===== src/rtl/warp_lsu.sv =====
// Load-store unit for one warp: serialises the active lanes of one LDR/STR,
// lowest lane first, onto a single data-memory read port and write port.
module warp_lsu #(
    parameter int unsigned NUM_LANES  = 4,
    parameter int unsigned DATA_WIDTH = 32,
    parameter int unsigned ADDR_WIDTH = 8
) (
    input  logic                            clk,
    input  logic                            reset,
    input  logic                            start,
    input  logic                            mem_read_en,
    input  logic                            mem_write_en,
    input  logic [NUM_LANES-1:0]            lane_mask,
    input  logic [NUM_LANES*DATA_WIDTH-1:0] rs1,
    input  logic [NUM_LANES*DATA_WIDTH-1:0] rs2,
    input  logic [DATA_WIDTH-1:0]           imm,
    input  logic                            release_warp,
    output logic                            busy,
    output logic                            done,
    output logic                            err,
    output logic [NUM_LANES*DATA_WIDTH-1:0] lsu_out,
    output logic                            mem_read_valid,
    output logic [ADDR_WIDTH-1:0]           mem_read_address,
    input  logic                            mem_read_ready,
    input  logic [DATA_WIDTH-1:0]           mem_read_data,
    output logic                            mem_write_valid,
    output logic [ADDR_WIDTH-1:0]           mem_write_address,
    output logic [DATA_WIDTH-1:0]           mem_write_data,
    input  logic                            mem_write_ready
);

    localparam int unsigned LANE_W = (NUM_LANES > 1) ? $clog2(NUM_LANES) : 1;

    localparam logic [1:0] StIdle  = 2'd0;
    localparam logic [1:0] StIssue = 2'd1;
    localparam logic [1:0] StWait  = 2'd2;
    localparam logic [1:0] StDone  = 2'd3;

    logic [1:0]                      state_q;
    logic [NUM_LANES-1:0]            pending_q;
    logic                            is_read_q;
    logic [NUM_LANES*DATA_WIDTH-1:0] rs1_q;
    logic [NUM_LANES*DATA_WIDTH-1:0] rs2_q;
    logic [NUM_LANES*DATA_WIDTH-1:0] lsu_out_q;
    logic [DATA_WIDTH-1:0]           imm_q;
    logic [DATA_WIDTH-1:0]           wdata_q;
    logic [LANE_W-1:0]               lane_q;
    logic [ADDR_WIDTH-1:0]           addr_q;
    logic                            rd_valid_q;
    logic                            wr_valid_q;
    logic                            err_q;
    logic                            busy_q;
    logic                            done_q;

    logic [LANE_W-1:0]               first_lane;
    logic [DATA_WIDTH-1:0]           first_base;
    logic [ADDR_WIDTH-1:0]           first_addr;
    logic                            ready;

    // Scan downwards so the lowest pending lane wins.
    always_comb begin
        first_lane = '0;
        for (int i = NUM_LANES - 1; i >= 0; i--) begin
            if (pending_q[i]) first_lane = LANE_W'(i);
        end
    end

    assign first_base = rs1_q[int'(first_lane)*DATA_WIDTH +: DATA_WIDTH];
    assign first_addr = ADDR_WIDTH'(first_base + imm_q);
    assign ready      = is_read_q ? mem_read_ready : mem_write_ready;

    always_ff @(posedge clk) begin
        if (reset) begin
            state_q    <= StIdle;
            pending_q  <= '0;
            is_read_q  <= 1'b0;
            rs1_q      <= '0;
            rs2_q      <= '0;
            lsu_out_q  <= '0;
            imm_q      <= '0;
            wdata_q    <= '0;
            lane_q     <= '0;
            addr_q     <= '0;
            rd_valid_q <= 1'b0;
            wr_valid_q <= 1'b0;
            err_q      <= 1'b0;
            busy_q     <= 1'b0;
            done_q     <= 1'b0;
        end else begin
            err_q <= 1'b0;
            case (state_q)
                StIdle: begin
                    if (start) begin
                        rs1_q     <= rs1;
                        rs2_q     <= rs2;
                        imm_q     <= imm;
                        pending_q <= lane_mask;
                        // Both enables set resolves to a read and flags err.
                        is_read_q <= mem_read_en;
                        err_q     <= mem_read_en & mem_write_en;
                        busy_q    <= 1'b1;
                        if (mem_read_en || mem_write_en) begin
                            state_q <= StIssue;
                        end else begin
                            state_q <= StDone;
                            done_q  <= 1'b1;
                        end
                    end
                end
                StIssue: begin
                    if (pending_q == '0) begin
                        state_q <= StDone;
                        done_q  <= 1'b1;
                    end else begin
                        lane_q     <= first_lane;
                        addr_q     <= first_addr;
                        wdata_q    <= rs2_q[int'(first_lane)*DATA_WIDTH +: DATA_WIDTH];
                        rd_valid_q <= is_read_q;
                        wr_valid_q <= ~is_read_q;
                        state_q    <= StWait;
                    end
                end
                StWait: begin
                    if (ready) begin
                        rd_valid_q <= 1'b0;
                        wr_valid_q <= 1'b0;
                        if (is_read_q) begin
                            lsu_out_q[int'(lane_q)*DATA_WIDTH +: DATA_WIDTH] <= mem_read_data;
                        end
                        pending_q[lane_q] <= 1'b0;
                        state_q           <= StIssue;
                    end
                end
                StDone: begin
                    if (release_warp) begin
                        state_q <= StIdle;
                        busy_q  <= 1'b0;
                        done_q  <= 1'b0;
                    end
                end
                default: state_q <= StIdle;
            endcase
        end
    end

    assign busy              = busy_q;
    assign done              = done_q;
    assign err               = err_q;
    assign lsu_out           = lsu_out_q;
    assign mem_read_valid    = rd_valid_q;
    assign mem_read_address  = addr_q;
    assign mem_write_valid   = wr_valid_q;
    assign mem_write_address = addr_q;
    assign mem_write_data    = wdata_q;

endmodule


===== config.mk =====
export PLATFORM = sky130hd
export DESIGN_NAME = warp_lsu
export DESIGN_NICKNAME = d
export VERILOG_FILES = /design/src/rtl/warp_lsu.sv
export SDC_FILE = /design/constraint.sdc
export NUM_CORES = 1
export LEC_CHECK = 0
export BUFFER_PORTS_ARGS = -buffer_cell sky130_fd_sc_hd__buf_2
export CAP_MARGIN = 20
export CORE_MARGIN = 5
export CORE_UTILIZATION = 34
export DETAILED_ROUTE_END_ITERATION = 8
export GPL_ROUTABILITY_DRIVEN = 0
export MAX_ROUTING_LAYER = met4
export PLACE_DENSITY = 0.66
export SETUP_SLACK_MARGIN = 0.3
export SLEW_MARGIN = 40
export SYNTH_ARGS = -nofsm -noshare
export SYNTH_HDL_FRONTEND = slang
export SYNTH_SLANG_ARGS = --single-unit

===== constraint.sdc =====
create_clock -name clk -period 3.5 [get_ports clk]
set_input_delay 0.525 -clock clk [delete_from_list [all_inputs] [get_ports clk]]
set_output_delay 0.525 -clock clk [all_outputs]
set_load 0.02 [all_outputs]

# Word level (Yosys, flattened, before mapping)
# Index checks and enable logic that the tools add are counted.
[totals]
ff_bits = 446
input_bits = 332
output_inout_bits = 181
[classes]
reduce_logical = 17
bitwise = 7
eq_ne = 9
addsub = 2
mux = 29
n_shift = 4
magnitude_cmp = 2
[ops]
columns = ["operator", "count"]
rows = [
  ["128-bit bitwise mux", 1],
  ["32-bit by 34-bit variable shift with 128-bit output (first input constant)", 1],
  ["128-bit by 8-bit variable part select with 32-bit output", 1],
  ["128-bit by 8-bit variable part select with 8-bit output", 1],
  ["32-bit by 34-bit variable part select with 128-bit output", 1],
  ["7-bit negator with 34-bit output", 1],
  ["2-bit two-way mux", 8],
  ["3-bit AND reduction", 5],
  ["2-bit inequality test (second input constant)", 6],
  ["1-bit two-way mux", 11],
  ["8-bit adder", 1],
  ["4-bit two-way mux", 2],
  ["2-bit one-hot mux with 4 select lines", 1],
  ["4-bit one-hot mux with 2 select lines", 1],
  ["1-bit one-hot mux with 2 select lines", 3],
  ["2-bit nonzero test", 3],
  ["5-bit AND reduction", 1],
  ["4-bit AND", 1],
  ["2-bit equality test (second input constant)", 2],
  ["4-bit logical NOT", 1],
  ["1-bit NOT", 4],
  ["4-bit NOT", 1],
  ["2-bit AND reduction", 2],
  ["2-bit by 3-bit < comparator with 1-bit output (second input constant)", 1],
  ["other kinds (10)", 10],
]

# Longest topological paths before layout
[depth]
ltp_word = 8
mapped_depth = 12
depth_no_buf = 11

# Worst setup path after synthesis
# OpenSTA, ideal clock, no wires.
[synth_timing]
path_type = "register to register"
startpoint = "register pending_q[0]"
endpoint = "register addr_q[7] (netlist: mem_read_address[7])"
path_stages_with_launch = 12
setup_time_ns = 0.132
slack_ns = 0.573
arrival_ns = 2.795
synth_period_minus_slack_ns = 2.927
cell_sequence = "dfxtp_1 > nor2_1 > o21a_1 > buf_2 > mux4_2 > ha_1 > a21o_1 > a311o_1 > o311ai_1 > nor2b_1 > xnor2_1 > a21oi_1"
[synth_via]
elab_chain_cells = 3
[synth_rtl]
columns = ["item", "line", "text"]
rows = [
  ["start, declared", "40", "logic [NUM_LANES-1:0] pending_q;"],
  ["start signal, assigned", "97", "pending_q <= lane_mask;"],
  ["2-bit two-way mux / 4-bit logical NOT (equally long branches)", "64, 111", ""],
  ["128-bit by 8-bit variable part select with 8-bit output / 1-bit NOT (equally long branches)", "-", ""],
  ["8-bit adder / 2-bit AND reduction (equally long branches)", "-", ""],
  ["end signal, assigned", "116", "addr_q <= first_addr;"],
  ["end, declared", "48", "logic [ADDR_WIDTH-1:0] addr_q;"],
]
# Parallel ways exist; a longest one is shown, timed or not.
# A chain may end at the register's enable or synchronous reset.

# Worst setup path after layout
[layout_timing]
startpoint = "register pending_q[0]"
endpoint = "register addr_q[6] (netlist: mem_read_address[6])"
# The elaborated chain is that of the path after synthesis.

==> key figures <==
Global route
  • Global route overflow: 0
  • First-pass GRT wire length: 68000 um
  • Total GRT Usage: 19.4%
  • Initial antenna violation count: 18
  • Largest net degree at the start of global routing: 162
  • Vias in the first global route: 12400

Synthesis
  • Synthesized flop and latch total: 350
  • Synth Warn #: 0
  • Yosys cell types: 39
  • Predominant post-synthesis flop cell: dfxtp_1
  • Async SR Flop Fraction: 0%
  • Number of synthesized flops with an enable pin: 0
  • Post-Syn Area: 0.0138 mm^2
  • Post-Syn Nets: 2013
  • Syn Inst Count: 1665
  • Syn avg cell area: 8.26 um^2
  • Sequential fraction of the synthesis area: 50.9%

Critical path
  • CP Launch Type: register
  • Worst Path Arrival: 3470 ps
  • Critical path class: reg -> reg
  • CP Capture Type: register
  • Critical Path RT: 3940 ps
  • Crit Path Max Fanout: 7

Timing
  • Hold Slack: 203 ps
  • Tmin final: 3040 ps
  • Setup TNS: 0 ps
  • Fin crit share: 86.7%
  • Fin worst setup slack: 465 ps
  • F_max: 329 MHz
  • Clock Skew: 19.4 ps
  • # setup viols final: 0
  • Pin slew with the least headroom to its limit: 800 ps
  • Final Slew Violations: 0
  • Unrepaired setup endpoints after global routing: false
  • Hold Vio Cnt, Final: 0
  • Slew HR: 46.7%

Clock tree
  • CTS tree: built
  • CTS Buf Count: 39
  • Clock sinks: 350
  • Clock root buffer: clkbuf_16
  • Post-CTS setup buffers: 0
  • Worst-path clk slew: 60 ps
  • # hold bufs at CTS: 0
  • Insertion delay to the later sink of the worst-skew pair: 560 ps
  • H-tree depth: 2
  • Clock buffer depth: 3

Detailed routing
  • Drt total wl: 44400 um
  • Vias: 12900
  • Remaining DRCs: 0
  • DR pass1 iterations: 5
  • Initial drt markers: 1148
  • DR vias/cell: 5.06
  • Antenna-violating nets left: 0
  • DR WL/cell: 17.4 um

Placed design
  • Pre-CTS setup slack: 451 ps
  • DP Wirelength: 30000 um
  • Inst Count DP: 2464
  • Post-DP Area: 0.0160 mm^2
  • Port buffer count: 392

Floorplan
  • Die ar.: 0.0446 mm^2
  • Core box area: 0.0399 mm^2
  • Die W: 211 um
  • Die H: 211 um
  • Ports: 513
  • Row count: 73
  • Initial Utilization: 34.5%

Pwr
  • P_sw: 2.56 mW
  • Total Power: 9.60 mW
  • Switching Share: 26.7%
  • Pwr dens: 554 mW/mm^2
  • P_int: 7.04 mW
  • Pleak: 6.99 nW
  • Sequential Power Share: 45.0%
  • Comb power frac: 13.0%
  • Worst vdd ir: 0.395 mV
  • Clock network power share: 42.0%

Finish
  • Fraction of layout cells with a size suffix above 1: 26.3%
  • Fin area: 0.0173 mm^2
  • # fillers: 3951
  • Non-Filler Instances: 2550
  • Most frequent cells in the layout: nand2_1, buf_2, dfxtp_1, a21oi_1, nand3_1
  • Register Area: 0.00701 mm^2
  • Commonest non-fill, non-tap cell in the layout: nand2_1
  • Utilization after layout: 43.4%
  • Syn-to-layout area delta: 25.9%
  • Nets@finish: 2328
  • Multi-input gate area: 0.00611 mm^2

Min path
  • HP Class: in -> reg

Run
  • Max cap viols: 0

Outcome
  • Status: finished, final reports clean
[path summary, 6_finish.rpt]
path | end | slack [ps] | depth (start not counted) | startpoint
max | mem_read_address[6] | 460 | 11 | pending_q[0]
min | rs2_q[64] | 200 | 3 | rs2[64]
max reg2reg | mem_read_address[6] | 460 | 11 | pending_q[0]
min reg2reg | lsu_out[126] | 450 | 2 | lsu_out[126]
[layout make-up]
type / instances / area share (%)
sequential: 350 / 40.5
multi-input combinational: 1166 / 35.3
timing repair buffer: 417 / 12.8
clock buffer: 54 / 6.37
tap: 525 / 3.79
clock inverter: 14 / 0.975
antenna: 18 / 0.260
inverter: 6 / 0.130
[power by group through the flow]
stage	logic [mW]	registers, mW	clock network, mW
2_1_floorplan	0.845	4.39	0
3_3_place_gp	1.23	4.39	0
3_5_place_dp	1.25	4.41	0
4_1_cts	1.26	4.32	4.14
5_1_grt	1.38	4.34	4.31
6_report	1.24	4.32	4.03
[sequential cells by signal, indices dropped and copies added (netlist names), 2 cells and up]
signal and flops:
mem_write_data 32, rs1_q 32, lsu_out 128, imm_q 8
state_q 2, mem_read_address 8, rs2_q 128, lane_q 2
pending_q 4
[routing by layer]
layer	vias up	wire length (um)	global-route usage [%]
met4	0	853	5.59
met3	70	3990	5.76
met1	6095	18300	23.7
met2	509	21200	31.2
met5	-	0	-
li1	6234	-	-
[critical path, cell delays in order (launching register included)]
cell and delay [ps]:
dfxtp_1 370, nor2_1 200, o21a_4 240, mux4_2 540, ha_1 230, fa_1 410, a21o_1 170, a21oi_1 230
nor2b_1 80, o21ai_0 240, or4_1 150, nand3_1 60
[logic make-up (layout without fill, tap and decap cells)]
| logic type | count (synthesis) | after routing | share of synthesized area [%] |
|---|---|---|---|
| DFF | 350 | 350 | 50.9 |
| and+or+nand+nor | 732 | 732 | 21.8 |
| AOI/OAI and AO/OA | 372 | 372 | 13.8 |
| adders and majority gates | 16 | 16 | 1.51 |
| muxes | 40 | 40 | 6.46 |
| buffers and inverters | 149 | 491 | 5.07 |
| other | 0 | 18 | 0 |
| xor gates and xnor gates | 6 | 6 | 0.382 |
[Yosys cell counts (2+ instances only)]
| cell | count | area (um^2) |
|---|---|---|
| xnor2_1 | 5 | 43.8 |
| inv_1 | 6 | 22.5 |
| nand2b_1 | 3 | 18.8 |
| nor2b_1 | 4 | 25.0 |
| o311ai_1 | 2 | 17.5 |
| ha_1 | 15 | 188 |
| clkbuf_1 | 85 | 319 |
| buf_1 | 4 | 15.0 |
| a21oi_1 | 348 | 1740 |
| nor4b_1 | 2 | 17.5 |
| dfxtp_1 | 350 | 7010 |
| mux4_2 | 39 | 878 |
| buf_6 | 3 | 33.8 |
| a211oi_1 | 3 | 22.5 |
| nor3_1 | 2 | 10.0 |
| and2_1 | 6 | 37.5 |
| nor3b_1 | 4 | 30.0 |
| buf_4 | 21 | 158 |
| a21o_1 | 3 | 22.5 |
| o21ai_0 | 10 | 50.1 |
| buf_2 | 30 | 150 |
| nand2_1 | 555 | 2080 |
| nand3_1 | 129 | 646 |
| nor2_1 | 21 | 78.8 |
[timing repair]
action / CTS / global route
gates resized for setup: 0 / 1
endpoints found under the hold margin: 0 / 0
endpoints found under the setup margin: 0 / 2
Note: power is estimated with default switching activity, not from simulation.
